**config.mk**
```make
export PLATFORM = sky130hd
export DESIGN_NAME = motor_pwm_driver
export DESIGN_NICKNAME = d
export VERILOG_FILES = /design/src/rtl/motor_pwm_driver.sv
export SDC_FILE = /design/constraint.sdc
export NUM_CORES = 1
export LEC_CHECK = 0
export CAP_MARGIN = 20
export CORE_MARGIN = 2
export CORE_UTILIZATION = 44
export CTS_CLUSTER_DIAMETER = 100
export DETAILED_ROUTE_END_ITERATION = 6
export GPL_TIMING_DRIVEN = 0
export SYNTH_ARGS = -nofsm -noshare
export SYNTH_HDL_FRONTEND = slang
export SYNTH_SLANG_ARGS = --single-unit
```
**constraint.sdc**
```tcl
create_clock -name clk_50 -period 4.7 [get_ports clk_50]
set_input_delay 0.47 -clock clk_50 [delete_from_list [all_inputs] [get_ports clk_50]]
set_output_delay 0.47 -clock clk_50 [all_outputs]
set_load 0.05 [all_outputs]
```
**src/rtl/motor_pwm_driver.sv**
```systemverilog
// H-bridge driver for the left/right drive motors: shared PWM counter, per-motor IDLE/RUN/BRAKE FSM with coast dead time.
// Optional build macro SOFT_RAMP_EN: duty slews toward the target by RAMP_STEP per PWM period instead of loading directly.

module motor_pwm_channel #(
    parameter int              CW      = 12,
    parameter int              DW      = 16,
    parameter logic [DW-1:0]   DT_LOAD = '0,
    parameter logic [CW-1:0]   STEP    = '1
) (
    input  logic          clk_50,
    input  logic          rst_n,
    input  logic [1:0]    tgt_dir,   // {minus, plus}; 2'b00 = stop
    input  logic [CW-1:0] tgt_duty,
    input  logic [CW-1:0] cnt,
    input  logic          boundary,
    output logic          in1,
    output logic          in2,
    output logic          en,
    output logic          brk
);

    typedef enum logic [1:0] {S_IDLE, S_RUN, S_BRAKE} state_t;

    state_t        state_q, state_d;
    logic          rev_q, rev_d;
    logic [DW-1:0] dt_q, dt_d;
    logic [CW-1:0] duty_q, duty_d;
    logic [CW-1:0] ramp_duty;
    logic          same_dir;

    always_comb begin
        same_dir = rev_q ? (tgt_dir == 2'b10) : (tgt_dir == 2'b01);
    end

    // With direct loading STEP is clamped to the full period, so one step always reaches the target.
    always_comb begin
        ramp_duty = duty_q;
        if (tgt_duty > duty_q)
            ramp_duty = ((tgt_duty - duty_q) > STEP) ? duty_q + STEP : tgt_duty;
        else if (tgt_duty < duty_q)
            ramp_duty = ((duty_q - tgt_duty) > STEP) ? duty_q - STEP : tgt_duty;
    end

    always_comb begin
        state_d = state_q;
        rev_d   = rev_q;
        dt_d    = dt_q;
        case (state_q)
            S_IDLE: begin
                if (tgt_dir != 2'b00) begin
                    state_d = S_RUN;
                    rev_d   = tgt_dir[1];
                end
            end
            S_RUN: begin
                if (!same_dir) begin
                    state_d = S_BRAKE;
                    dt_d    = DT_LOAD;
                end
            end
            S_BRAKE: begin
                if (dt_q == '0) begin
                    if (tgt_dir != 2'b00) begin
                        state_d = S_RUN;
                        rev_d   = tgt_dir[1];
                    end else begin
                        state_d = S_IDLE;
                    end
                end else begin
                    dt_d = dt_q - 1'b1;
                end
            end
            default: state_d = S_IDLE;
        endcase
    end

    // A fresh RUN keeps duty 0 until the first boundary seen while already running.
    always_comb begin
        duty_d = duty_q;
        if (state_d != S_RUN)
            duty_d = '0;
        else if (state_q == S_RUN && boundary)
            duty_d = ramp_duty;
    end

    always_ff @(posedge clk_50 or negedge rst_n) begin
        if (!rst_n) begin
            state_q <= S_IDLE;
            rev_q   <= 1'b0;
            dt_q    <= '0;
            duty_q  <= '0;
        end else begin
            state_q <= state_d;
            rev_q   <= rev_d;
            dt_q    <= dt_d;
            duty_q  <= duty_d;
        end
    end

    assign in1 = (state_q == S_RUN) && !rev_q;
    assign in2 = (state_q == S_RUN) &&  rev_q;
    assign en  = (state_q == S_RUN) && (cnt < duty_q);
    assign brk = (state_q == S_BRAKE);

endmodule

module motor_pwm_driver #(
    parameter int PWM_PERIOD      = 2500,
    parameter int DEADTIME_CYCLES = 50000,
    parameter int RAMP_STEP       = 125
) (
    input  logic       clk_50,
    input  logic       rst_n,
    input  logic [2:0] drive_state,
    input  logic [1:0] speed,
    output logic       mL_in1,
    output logic       mL_in2,
    output logic       mL_en,
    output logic       mR_in1,
    output logic       mR_in2,
    output logic       mR_en,
    output logic       braking
);

    localparam int CW = $clog2(PWM_PERIOD + 1);
    localparam int DW = (DEADTIME_CYCLES > 1) ? $clog2(DEADTIME_CYCLES) : 1;
`ifdef SOFT_RAMP_EN
    localparam bit RAMP_ON = 1'b1;
`else
    localparam bit RAMP_ON = 1'b0;
`endif
    localparam int STEP_C = (!RAMP_ON || RAMP_STEP > PWM_PERIOD) ? PWM_PERIOD : RAMP_STEP;

    logic [2:0]      ds_q, ds_d;
    logic [1:0]      spd_q, spd_d;
    logic [CW-1:0]   cnt_q, cnt_d;
    logic            boundary;
    logic [1:0][1:0] tgt_dir;   // [motor: 0 = left, 1 = right]
    logic [CW-1:0]   tgt_duty;
    logic [1:0]      in1, in2, en, brk;

    assign boundary = (cnt_q == CW'(PWM_PERIOD - 1));

    always_comb begin
        ds_d  = drive_state;
        spd_d = speed;
        cnt_d = boundary ? '0 : cnt_q + 1'b1;
    end

    always_ff @(posedge clk_50 or negedge rst_n) begin
        if (!rst_n) begin
            ds_q  <= 3'd0;
            spd_q <= 2'd0;
            cnt_q <= '0;
        end else begin
            ds_q  <= ds_d;
            spd_q <= spd_d;
            cnt_q <= cnt_d;
        end
    end

    // Codes 5..7 fall through to stop.
    always_comb begin
        tgt_dir = '0;
        case (ds_q)
            3'd1:    tgt_dir = {2'b01, 2'b01};
            3'd2:    tgt_dir = {2'b10, 2'b10};
            3'd3:    tgt_dir = {2'b01, 2'b10};
            3'd4:    tgt_dir = {2'b10, 2'b01};
            default: tgt_dir = '0;
        endcase
    end

    always_comb begin
        tgt_duty = '0;
        case (spd_q)
            2'd1:    tgt_duty = CW'(PWM_PERIOD / 2);
            2'd2:    tgt_duty = CW'((3 * PWM_PERIOD) / 4);
            2'd3:    tgt_duty = CW'(PWM_PERIOD);
            default: tgt_duty = '0;
        endcase
    end

    for (genvar m = 0; m < 2; m++) begin : g_mot
        motor_pwm_channel #(
            .CW      (CW),
            .DW      (DW),
            .DT_LOAD (DW'(DEADTIME_CYCLES - 1)),
            .STEP    (CW'(STEP_C))
        ) u_ch (
            .clk_50   (clk_50),
            .rst_n    (rst_n),
            .tgt_dir  (tgt_dir[m]),
            .tgt_duty (tgt_duty),
            .cnt      (cnt_q),
            .boundary (boundary),
            .in1      (in1[m]),
            .in2      (in2[m]),
            .en       (en[m]),
            .brk      (brk[m])
        );
    end

    assign mL_in1  = in1[0];
    assign mL_in2  = in2[0];
    assign mL_en   = en[0];
    assign mR_in1  = in1[1];
    assign mR_in2  = in2[1];
    assign mR_en   = en[1];
    assign braking = |brk;

endmodule

```
==> impl_metrics.toml <==
[sta]
finalMaxSlewViolations = 0
min_period_ns = 4.44
tightest_slew_ns = 0.832
rsz0062_at_grt = "false"
clock_skew_ns = 0.0128
setup_viol = 0
fin_crit_sh_pct = 94.4
fmax_mhz = 225
relSlewSlack_pct = 44.0
setup_slack_ns = 0.264
hold_viol = 0

[floorplanning]
die_h_um = 135
ios = 14
row_count = 48
die_area_um2 = 18400
core_um2 = 17100
fp.dieW_um = 135
start_util_pct = 44.4

[drt]
drt_wl_total_um = 20900
drcViolationCount = 0
drt.antenna.violating_nets = 0
first_iter_violations = 541
wl_per_cell_um = 17.3
num_vias = 7093
drt_first_pass_iters = 5
viasPerCell = 5.86

[clock_tree]
cts.path.max_buffers = 2
cts_sinks = 79
cts-hold-fix-buffers = 0
cts_max_level = 3
clock_latency_ns = 0.35
clkTransAtPathRegs_ns = 0.07
cts-root-buf = "clkbuf_16"
cts_tree = "yes"
cts_buffers = 9

[synthesis]
yosysMostFrequentCell = "nand2_1"
synthArstFlopShare_pct = 100
ys_warn_count = 0
syn_inst = 951
synth_edf_count = 0
netlist.area_leader.share_pct = 26.0
synth_ff_type = "dfrtp_1"
synth_area_leader_cell = "dfrtp_1"
synthesis.area_um2 = 7610
synth_seq_area_share_pct = 26.0
synth_area_per_cell_um2 = 8.00
synth_cell_type_count = 74
synth_nets = 1031
synth_seq_cells = 79
ys_top_cells_by_count = "nand2_1, nor2_1, dfrtp_1"
synth_top_cells_by_area = "dfrtp_1, ha_1, xnor2_1"

[run]
cap_viol_max_count = 0

[setup_path]
required_ns = 4.90
path_class = "register to register"
path_max_fanout = 10
worst-endpoint-arrival_ns = 4.64
critPathLaunchType = "register"
critPathCaptureType = "register"

[layout]
areaGrowthSynthToFinish_pct = 11.5
final_cells = 1210
fin_nets = 1060
num_antenna_cells = 0
drive_above_1_share_pct = 6.19

[global_routing]
antenna_found_initial = 0
grt_pass1_wl_um = 34400
grt_overflow = 0
grt_max_degree = 47
track_usage_pct = 23.4
grt_pass1_vias = 6708

[place]
place_hpwl_um = 16000
place.gp.congestion = 0.883
dpl.cell_count = 1191
io_buffers = 13
dp_slack_ns = -0.178

[power]
ir_worst_vdd_mv = 0.168
p_per_area_nw_per_um2 = 294
p_leak_nw = 3.45

[outcome]
outcome = "completed"

[hold_path]
min_path_type = "input port to asynchronous set/reset pin"
==> report_power, final <==
part	total, mW	internal (mW)	switching (mW)
sequential	0.759	0.716	0.0434
clock	0.794	0.478	0.316
combinational	0.937	0.311	0.626
total	2.49	1.50	0.986
==> final cells by class <==
cell class	count	area, um2
inverter	59	225
timing repair buffer	19	203
multi-input combinational	780	5330
fill	1713	8640
clock inverter	7	109
sequential	79	1980
buffer	32	133
clock buffer	9	225
tap	225	282
==> metal layers <==
layer	up-vias	part of all wire [%]	GRT usage, %
met4	0	2.2	7.23
met5	-	0	0
met3	33	3.2	2.92
li1	3532	-	-
met2	122	45	37.1
met1	3406	50	33.3
==> registers in the layout (all words and copies together), names as in the netlist <==
signal              flops
g_mot.u_ch.dt_q        32
g_mot.u_ch.state_q      4
spd_q                   2
g_mot.u_ch.duty_q      24
ds_q                    3
cnt_q                  12
g_mot.u_ch.rev_q        2
==> what timing repair did <==
item                                    in CTS  in global routing
gates cloned                                 0                  0
pin swaps                                    0                  1
gates resized for setup                      3                  7
buffers inserted                             0                  4
endpoints found under the setup margin       2                 21
==> cell families (layout without fill, tap and decap cells) <==
kind of cell	after synthesis	after routing	synth area share, %
adders and majority gates	73	73	12.0
DFF	79	79	26.0
buffers and inverters	92	126	4.70
muxes	23	23	3.11
xor gates and xnor gates	69	69	7.94
and+or+nand+nor	368	368	24.3
AOI/OAI and AO/OA	247	247	21.9
==> cells in the final DEF, fill, tap and decap left out, types with 17 or more instances in the layout <==
| cell type | netlist | routed |
|---|---|---|
| clkbuf_1 | 28 | 27 |
| ha_1 | 73 | 73 |
| nor3_1 | 30 | 29 |
| mux2i_1 | 18 | 18 |
| xor2_1 | 17 | 17 |
| xnor2_1 | 52 | 51 |
| o21ai_1 | 17 | 17 |
| o21ai_0 | 39 | 39 |
| nor2_1 | 83 | 83 |
| a21oi_1 | 56 | 56 |
| nand3_1 | 31 | 31 |
| inv_1 | 56 | 55 |
| nor2b_1 | 17 | 17 |
| dfrtp_1 | 79 | 78 |
| nand2_1 | 92 | 92 |
| nor4_1 | 22 | 19 |
==> per-stage QoR <==
stage               hold slack [ns]  TNS [ns]  total power [mW]  area (um2)  util [%]
detailed placement            0.467    -0.189              1.69        8050      47.0
finish                       0.0742         0              2.49        8480      49.5
global route                  0.113         0              2.64        8480      49.5
global placement              0.480    -0.139              1.68        8020      46.8
floorplan                     0.174         0              1.43        7610         -
CTS                          0.0881         0              2.49        8400      49.1
==> path summary, 6_finish.rpt <==
| check | start | to | slack [ns] | cells after the start |
|---|---|---|---|---|
| setup / recovery | spd_q[1]$_DFF_PN0_ | g_mot[1].u_ch.duty_q[2]$_DFFE_PN0P_ | 0.26 | 16 |
| hold / removal | rst_n | g_mot[0].u_ch.dt_q[7]$_DFFE_PN0P_ | 0.07 | 1 |
| setup reg to reg | spd_q[1]$_DFF_PN0_ | g_mot[1].u_ch.duty_q[2]$_DFFE_PN0P_ | 0.26 | 16 |
| hold reg to reg | g_mot[1].u_ch.dt_q[9]$_DFFE_PN0P_ | g_mot[1].u_ch.dt_q[9]$_DFFE_PN0P_ | 0.51 | 2 |
| max in group asynchronous | rst_n | g_mot[1].u_ch.duty_q[1]$_DFFE_PN0P_ | 4.02 | 2 |
| min in group clk_50 | g_mot[1].u_ch.dt_q[9]$_DFFE_PN0P_ | g_mot[1].u_ch.dt_q[9]$_DFFE_PN0P_ | 0.51 | 2 |
==> critical path, cell delays in order (launching register included) <==
cell        delay [ns]
dfrtp_2           0.45
inv_1             0.18
ha_1              0.33
buf_6             0.17
clkinvlp_4        0.18
buf_12            0.17
ha_1              0.37
ha_1              0.26
nor2_1            0.19
nand2_1           0.11
a2111o_1          0.37
a221oi_1          0.43
o32ai_2           0.20
o211ai_1          0.30
nor2b_1           0.26
mux2i_1           0.22
a21oi_1           0.08
No activity file was read; power rests on OpenSTA's default activity.
